## src/rtl/i2c_txn_arbiter.sv

```systemverilog
// i2c_txn_arbiter: round-robin sharing of one i2c_master among NREQ requesters, with a bus-free gap.
// Optional start-to-done timeout is compiled in when I2C_ARB_TIMEOUT_EN is defined.
module i2c_txn_arbiter #(
  parameter int NREQ       = 4,
  parameter int ID_W       = 2,
  parameter int GAP_CYCLES = 200,
  parameter int TIMEOUT    = 8191
) (
  input  logic              clk,
  input  logic              rst,
  input  logic [NREQ-1:0]   req,
  input  logic [NREQ*8-1:0] req_addr,
  input  logic [NREQ*8-1:0] req_data,
  output logic [NREQ-1:0]   gnt,
  output logic [ID_W-1:0]   grant_id,
  output logic [NREQ-1:0]   ack,
  output logic              err,
  output logic              arb_busy,
  output logic              m_start,
  output logic [7:0]        m_addr,
  output logic [7:0]        m_data,
  input  logic              m_busy,
  input  logic              m_done,
  output logic [1:0]        dbg_state
);

  // Handshake: a requester raises req[i] (level) and holds it until ack[i] or err pulses; gnt[i]
  // stays high from issue to completion, and the winner's bytes are captured on the grant edge.
  typedef enum logic [1:0] {
    IDLE      = 2'd0,
    WAIT_BUSY = 2'd1,
    WAIT_DONE = 2'd2,
    GAP       = 2'd3
  } state_t;

  localparam logic [15:0] GAP_LAST = 16'((GAP_CYCLES > 0) ? GAP_CYCLES - 1 : 0);

  state_t            state, state_nxt;
  logic [NREQ-1:0]   gnt_nxt, ack_nxt, win_onehot, id_onehot;
  logic [ID_W-1:0]   grant_id_nxt, rr_ptr, rr_ptr_nxt, win_id, next_ptr, cand;
  logic [ID_W:0]     sum;
  logic              win_found, m_start_nxt, err_nxt, arb_busy_nxt, tmo_hit;
  logic [7:0]        m_addr_nxt, m_data_nxt, win_addr, win_data;
  logic [15:0]       gap_cnt, gap_cnt_nxt;

  assign dbg_state = state;

  // First requester found walking upward from rr_ptr, wrapping at NREQ.
  always_comb begin
    win_found = 1'b0;
    win_id    = '0;
    sum       = '0;
    cand      = '0;
    for (int k = 0; k < NREQ; k++) begin
      sum = {1'b0, rr_ptr} + (ID_W+1)'(k);
      if (sum >= (ID_W+1)'(NREQ)) sum = sum - (ID_W+1)'(NREQ);
      cand = sum[ID_W-1:0];
      if (!win_found && req[cand]) begin
        win_found = 1'b1;
        win_id    = cand;
      end
    end
  end

  always_comb begin
    win_onehot = '0;
    id_onehot  = '0;
    win_addr   = '0;
    win_data   = '0;
    for (int k = 0; k < NREQ; k++) begin
      if (ID_W'(k) == win_id) begin
        win_onehot[k] = 1'b1;
        win_addr      = req_addr[8*k +: 8];
        win_data      = req_data[8*k +: 8];
      end
      if (ID_W'(k) == grant_id) id_onehot[k] = 1'b1;
    end
    next_ptr = (grant_id == ID_W'(NREQ-1)) ? '0 : grant_id + 1'b1;
  end

`ifdef I2C_ARB_TIMEOUT_EN
  logic [15:0] tmo_cnt;

  // Cleared while idle, so it restarts from zero on the edge that issues m_start.
  always_ff @(posedge clk) begin
    if (rst || state == IDLE) tmo_cnt <= '0;
    else if (state == WAIT_BUSY || state == WAIT_DONE) tmo_cnt <= tmo_cnt + 16'd1;
  end

  assign tmo_hit = (state == WAIT_BUSY || state == WAIT_DONE) && (tmo_cnt == 16'(TIMEOUT - 1));
`else
  assign tmo_hit = 1'b0;
`endif

  always_comb begin
    state_nxt    = state;
    gnt_nxt      = gnt;
    grant_id_nxt = grant_id;
    ack_nxt      = '0;
    err_nxt      = 1'b0;
    m_start_nxt  = 1'b0;
    m_addr_nxt   = m_addr;
    m_data_nxt   = m_data;
    rr_ptr_nxt   = rr_ptr;
    gap_cnt_nxt  = gap_cnt;
    unique case (state)
      IDLE: begin
        if (win_found && !m_busy) begin
          gnt_nxt      = win_onehot;
          grant_id_nxt = win_id;
          m_addr_nxt   = win_addr;
          m_data_nxt   = win_data;
          m_start_nxt  = 1'b1;
          state_nxt    = WAIT_BUSY;
        end
      end
      WAIT_BUSY, WAIT_DONE: begin
        // A done arriving on the timeout edge is still a completion.
        if (m_done || tmo_hit) begin
          gnt_nxt     = '0;
          rr_ptr_nxt  = next_ptr;
          gap_cnt_nxt = '0;
          state_nxt   = (GAP_CYCLES == 0) ? IDLE : GAP;
          if (m_done) ack_nxt = id_onehot;
          else        err_nxt = 1'b1;
        end else if (state == WAIT_BUSY && m_busy) begin
          state_nxt = WAIT_DONE;
        end
      end
      GAP: begin
        if (gap_cnt == GAP_LAST) state_nxt = IDLE;
        else                     gap_cnt_nxt = gap_cnt + 16'd1;
      end
      default: state_nxt = IDLE;
    endcase
    arb_busy_nxt = (state_nxt != IDLE);
  end

  always_ff @(posedge clk) begin
    if (rst) begin
      state    <= IDLE;
      gnt      <= '0;
      grant_id <= '0;
      ack      <= '0;
      err      <= 1'b0;
      arb_busy <= 1'b0;
      m_start  <= 1'b0;
      m_addr   <= '0;
      m_data   <= '0;
      rr_ptr   <= '0;
      gap_cnt  <= '0;
    end else begin
      state    <= state_nxt;
      gnt      <= gnt_nxt;
      grant_id <= grant_id_nxt;
      ack      <= ack_nxt;
      err      <= err_nxt;
      arb_busy <= arb_busy_nxt;
      m_start  <= m_start_nxt;
      m_addr   <= m_addr_nxt;
      m_data   <= m_data_nxt;
      rr_ptr   <= rr_ptr_nxt;
      gap_cnt  <= gap_cnt_nxt;
    end
  end

endmodule

```

## config.mk

```make
export PLATFORM = sky130hd
export DESIGN_NAME = i2c_txn_arbiter
export DESIGN_NICKNAME = d
export VERILOG_FILES = /design/src/rtl/i2c_txn_arbiter.sv
export SDC_FILE = /design/constraint.sdc
export NUM_CORES = 1
export LEC_CHECK = 0
export BUFFER_PORTS_ARGS = -buffer_cell sky130_fd_sc_hd__buf_2
export CAP_MARGIN = 5
export CELL_PAD_IN_SITES_DETAIL_PLACEMENT = 2
export CELL_PAD_IN_SITES_GLOBAL_PLACEMENT = 2
export CORE_MARGIN = 4
export CORE_UTILIZATION = 28
export DETAILED_ROUTE_END_ITERATION = 8
export GPL_ROUTABILITY_DRIVEN = 0
export PLACE_DENSITY = 0.75
export SYNTH_ARGS = -nofsm -noshare
export SYNTH_HDL_FRONTEND = slang
export SYNTH_SLANG_ARGS = --single-unit
```

## constraint.sdc

```tcl
create_clock -name clk -period 2.7 [get_ports clk]
set_clock_uncertainty 0.05 [all_clocks]
set_input_delay 0.27 -clock clk [delete_from_list [all_inputs] [get_ports clk]]
set_output_delay 0.27 -clock clk [all_outputs]
set_load 0.01 [all_outputs]
```

## Word level (Yosys, flattened, before mapping)

Cells that the tools add are included.
Widths: inputs -> output; s select.

| word-level totals | value |
|---|---|
| register bits | 48 |
| bits of input ports | 72 |
| output and inout bits | 31 |
| logic and storage cells | 115 |

| cells by class | value |
|---|---|
| $add $sub $neg | 9 |
| $lt $le $gt $ge | 8 |
| eq/ne operators | 14 |
| mux-type cells | 49 |
| bitwise logic cells | 3 |
| reductions and logical operators | 22 |

Operators with widths:

| kind | number |
|---|---|
| $mux 8 | 8 |
| $mux 16 | 2 |
| $pmux 16 s2 | 1 |
| $mux 2 | 13 |
| $mux 1 | 17 |
| $add 16x1->16 const B | 1 |
| $eq 16x8->1 const B | 1 |
| $lt 2x3->1 const B | 4 |
| $ge 3x3->1 const B | 3 |
| $bmux 1 s2 | 4 |
| $eq 2x2->1 const A | 4 |
| $mux 4 | 2 |
| $pmux 4 s2 | 1 |
| $sub 2x1->2 const B | 4 |
| $add 2x2->3 const B | 2 |
| $eq 2x2->1 const B | 3 |
| $logic_not 2->1 | 3 |
| $ne 2x2->1 const B | 3 |
| $pmux 2 s3 | 1 |
| $reduce_and 3->1 | 2 |
| $reduce_bool 2->1 | 3 |
| $logic_and 1x1->1 | 5 |
| $eq 1x2->1 const A | 2 |
| $logic_not 1->1 | 4 |
| other kinds (8) | 12 |

## Logic depth before layout (Yosys ltp)

| logic depth | value |
|---|---|
| depth after elaboration | 19 |
| depth in mapped cells | 8 |

## Worst setup path before layout

No wires, ideal clock.

| timing | value |
|---|---|
| path type | register -> register |
| start point | register state[0] (netlist: dbg_state[0]) |
| end point | register gap_cnt[9] |
| library setup time | 0.128 ns |
| data arrival time | 1.787 ns |
| data required time | 2.522 ns |
| setup slack | 0.735 ns |
| cell stages (with the launch flop) | 8 |
| path buffers | 0 |
| period minus slack after synthesis | 1.965 ns |
| path through | dfxtp_1 > inv_1 > ha_1 > mux2i_1 > nor3_2 > and4_1 > xnor2_1 > nor2_1 |

| on the way | value |
|---|---|
| word-level cells in the longest chain between the ends | 4 |
| elaborated cells between the ends (all ways) | 9 |
| classes of those cells | eq/ne: 5; mux: 1; reduce/logical: 3 |

RTL lines:

| element | RTL line | text |
|---|---|---|
| start: declaration | 38 | `state_t state, state_nxt;` |
| start signal: assignment | 153 | `state <= state_nxt;` |
| $eq 2x1->1 or $eq 2x2->1 (tied branches) | 106 | `unique case (state)` |
| $reduce_or 2->1 | 106 |  |
| $ne 2x2->1 (no line) or $reduce_bool 2->1 (tied branches) | n/a |  |
| $reduce_and 3->1 (no line) | n/a |  |
| end signal: assignment | 163 | `gap_cnt <= gap_cnt_nxt;` |
| end: declaration | 44 | `logic [15:0] gap_cnt, gap_cnt_nxt;` |

Several ways; a longest one is shown, not always the timed one.
A chain may end at the register's enable or synchronous reset.

## Worst setup path in the final report

| timing | value |
|---|---|
| start point | register state[0] (netlist: dbg_state[0]) |
| end point | register gap_cnt[12] |

Same word-level chain as after synthesis.

==> summary.md <==
| Metric | Value |
|---|---|
| Clock input transition at the sequential cells of the worst setup and hold paths | `0.09 ns` |
| Critical Path, Cell by Cell | `inv_1 -> ha_1 -> mux2i_1 -> nor3_1 -> nand4_1 -> xor2_1 -> nor2_1` |
| Fmax | `447 MHz` |
| Total congestion overflow | `0` |
| Initial Utilization | `0.293` |
| Worst hold endpoint | `m_data[4]` |
| Rows | `34` |
| VDD IR max | `0.202 mV` |
| Fin. max-slew vios | `0` |
| Synth area leader | `dfxtp_1` |
| Maximum fanout along the worst path | `7` |
| Most frequent cells after synthesis | `48 x dfxtp_1, 35 x mux2i_1, 27 x nand2_1` |
| Cell with the most instances after synthesis | `dfxtp_1` |
| # Post-CTS Setup Buffers | `0` |
| Vias in the first global route | `2,497` |
| Post-route cell area | `0.00328 mm²` |
| CP required | `2.85 ns` |
| DR vias | `2,356` |
| Width of the die | `104 µm` |
| Yosys warning total | `0` |
| Post-synth EDFFs | `0` |
| Startpoint Class | `flip-flop` |
| Top_reg_cell synth | `dfxtp_1` |
| CTS Sinks | `48` |
| Die area | `0.0109 mm²` |
| Synth top area share | `0.369` |
| M3 GR Usage | `0.0441` |
| Hold buffers post-CTS | `0` |
| RR Startpoint | `dbg_state[0]` |
| Proportion of layout cells with a drive suffix above 1 | `0.369` |
| Max incr delay on CP | `0.54 ns` |
| Outcome | `complete, no violations` |
| WL final | `7890 µm` |
| Most used routing layer | `met2` |
| Antenna Diode Count | `0` |
| Final period utilization | `0.828` |
| Synth area leaders | `dfxtp_1 37%, mux2i_1 13%, o221ai_2 9.2%, ha_1 4.3%, nand2_1 3.9%` |
| Post-DP HPWL | `6400 µm` |
| Initial antenna violation count | `0` |
| Syn Nets | `347` |
| Slew @ Worst Pin | `0.603 ns` |
| Tot GR Track Use | `0.143` |
| Clock Latency Late Sink | `0.30 ns` |
| Mean Syn Cell Area | `9.79 µm²` |
| H-tree depth | `2` |
| Filler cells | `1,026` |
| Hold depth | `3` |
| Global-route wire length before repair | `12,900 µm` |
| Initial DRC count | `74` |
| Kind of end point of the critical path | `flip-flop` |
| Total CTS buffers | `5` |
| Final net count | `446` |
| Setup TNS | `0 ns` |
| Worst min-delay path startpoint | `req_data[4]` |
| Final Util | `0.369` |
| DR pass1 iterations | `4` |
| PortBufs | `101` |
| Setup violators final | `0` |
| Core area | `0.00889 mm²` |
| Worst R2R End | `gap_cnt[12]` |
| CTS resizes | `0` |
| Clk buf depth | `2` |
| Seq/Total Area, Yosys | `0.369` |
| Max_cap viols | `0` |
| Vias/cell | `4.97` |
| P&R area growth vs syn | `26.0%` |
| # DRC | `0` |
| Rel. slew slack | `0.594` |
| Slowest-stage cell, CP | `nor3_1` |
| Pwr Density | `535 mW/mm²` |
| Post-Syn Instances | `266` |
| Die height | `104 µm` |
| R2R depth | `7` |
| Pre-CTS setup slack | `0.425 ns` |
| Synthesized flop and latch total | `48` |
| Seq. cell area | `961 µm²` |
| CTS root buf | `clkbuf_8` |
| Worst reg-to-reg setup slack | `0.46 ns` |
| Hold crit path type | `primary input to flip-flop` |
| Count of final hold-check violations | `0` |
| Hold Slack | `0.223 ns` |
| Post-route setup slack | `0.463 ns` |
| Multi-input gate area | `0.00151 mm²` |
| CTS tree | `yes` |
| Yosys cell types | `43` |
| Post-DRT Antenna Nets | `0` |
| Post-layout min period | `2.24 ns` |
| Dpl cell area | `0.00316 mm²` |
| I/O pins | `103` |
| Met1 GRT Util | `0.177` |
| Synthesized area | `0.00260 mm²` |
| Pin count of the biggest net entering global routing | `36` |
| Critical path arrival | `2.39 ns` |
| Async S/R FF share, synth | `0` |
| Wire length per cell | `16.7 µm` |
| GR Util met2 | `0.246` |
| Leakage power | `1.41 nW` |
| RSZ-0062 raised after global routing | `no` |
| Critical setup path kind | `flip-flop to flip-flop` |
-- cell type report --
cell class,instances,share of cell area
multi-input combinational,199,0.460
sequential,48,0.293
timing repair buffer,104,0.161
tap,108,0.0412
clock buffer,6,0.0252
clock inverter,2,0.0118
inverter,7,0.00801
-- layer usage --
| metal | vias up | routed length (µm) |
|---|---|---|
| met5 | - | 0 |
| met1 | 1123 | 3550 |
| li1 | 1149 | - |
| met4 | 0 | 32 |
| met2 | 81 | 3790 |
| met3 | 3 | 527 |
-- power breakdown --
group / switching (mW) / internal, mW
logic: 0.239 / 0.182
registers: 0.0281 / 0.754
clock network: 0.249 / 0.303
total: 0.516 / 1.24
-- how the worst max path moves through the flow --
stage / from / end / slack [ns] / depth (start not counted)
2_1_floorplan: dbg_state[0] / gap_cnt[9] / 0.74 / 7
3_3_place_gp: dbg_state[0] / gap_cnt[12] / 0.59 / 7
3_5_place_dp: dbg_state[0] / gap_cnt[12] / 0.42 / 7
4_1_cts: dbg_state[0] / gap_cnt[12] / 0.42 / 7
5_1_grt: dbg_state[0] / gap_cnt[14] / 0.24 / 7
6_report: dbg_state[0] / gap_cnt[12] / 0.46 / 7
-- critical path, delay by kind of cell, from the launching register on --
family                     cells  cell delay (ns)
muxes                          1             0.26
adders and majority gates      1             0.40
and+or+nand+nor                3             0.78
DFF                            1             0.40
xor gates and xnor gates       1             0.16
buffers and inverters          1             0.10
-- cell usage in the layout (no fill, tap or decap), drive strengths merged --
cell type / count
and2: 6
clkinv: 1
nand3b: 3
o21ai: 4
conb: 1
mux2i: 35
nand2: 29
nand3: 6
a221oi: 1
and4b: 1
o32a: 2
a21boi: 1
or4: 1
ha: 9
nor3: 7
nor4: 3
nand2b: 5
clkbuf: 6
and4: 3
nor2b: 4
buf: 104
nand4: 3
nor2: 25
o21bai: 1
a32oi: 2
or2: 1
a211oi: 2
or4b: 1
bufinv: 1
dfxtp: 48
xor2: 7
o221ai: 16
inv: 7
nor3b: 1
xnor2: 7
a21oi: 12
-- registers in the layout, summed over array words and instances (netlist names) --
| name | flops |
|---|---|
| m_start | 1 |
| rr_ptr | 2 |
| m_addr | 8 |
| m_data | 8 |
| gnt | 4 |
| dbg_state | 2 |
| arb_busy | 1 |
| gap_cnt | 16 |
| ack | 4 |
| grant_id | 2 |
-- cell families (layout without fill, tap and decap cells) --
logic type,count (synthesis),after routing,share of synthesized area
AO/OA/AOI/OAI,41,41,0.154
AND/OR/NAND/NOR,99,99,0.200
multiplexers,35,35,0.135
flip-flops,48,48,0.369
adder cells (fa/ha/maj),9,9,0.0432
other,1,1,0.00144
buffers and inverters,19,119,0.0509
XOR/XNOR,14,14,0.0471
-- per-stage QoR --
step	power [mW]	instances
2_1_floorplan	1.08	266
3_3_place_gp	1.21	466
3_5_place_dp	1.23	466
5_1_grt	1.86	474
6_report	1.76	474
4_1_cts	1.80	474
Power figures use the tool's default switching activity.
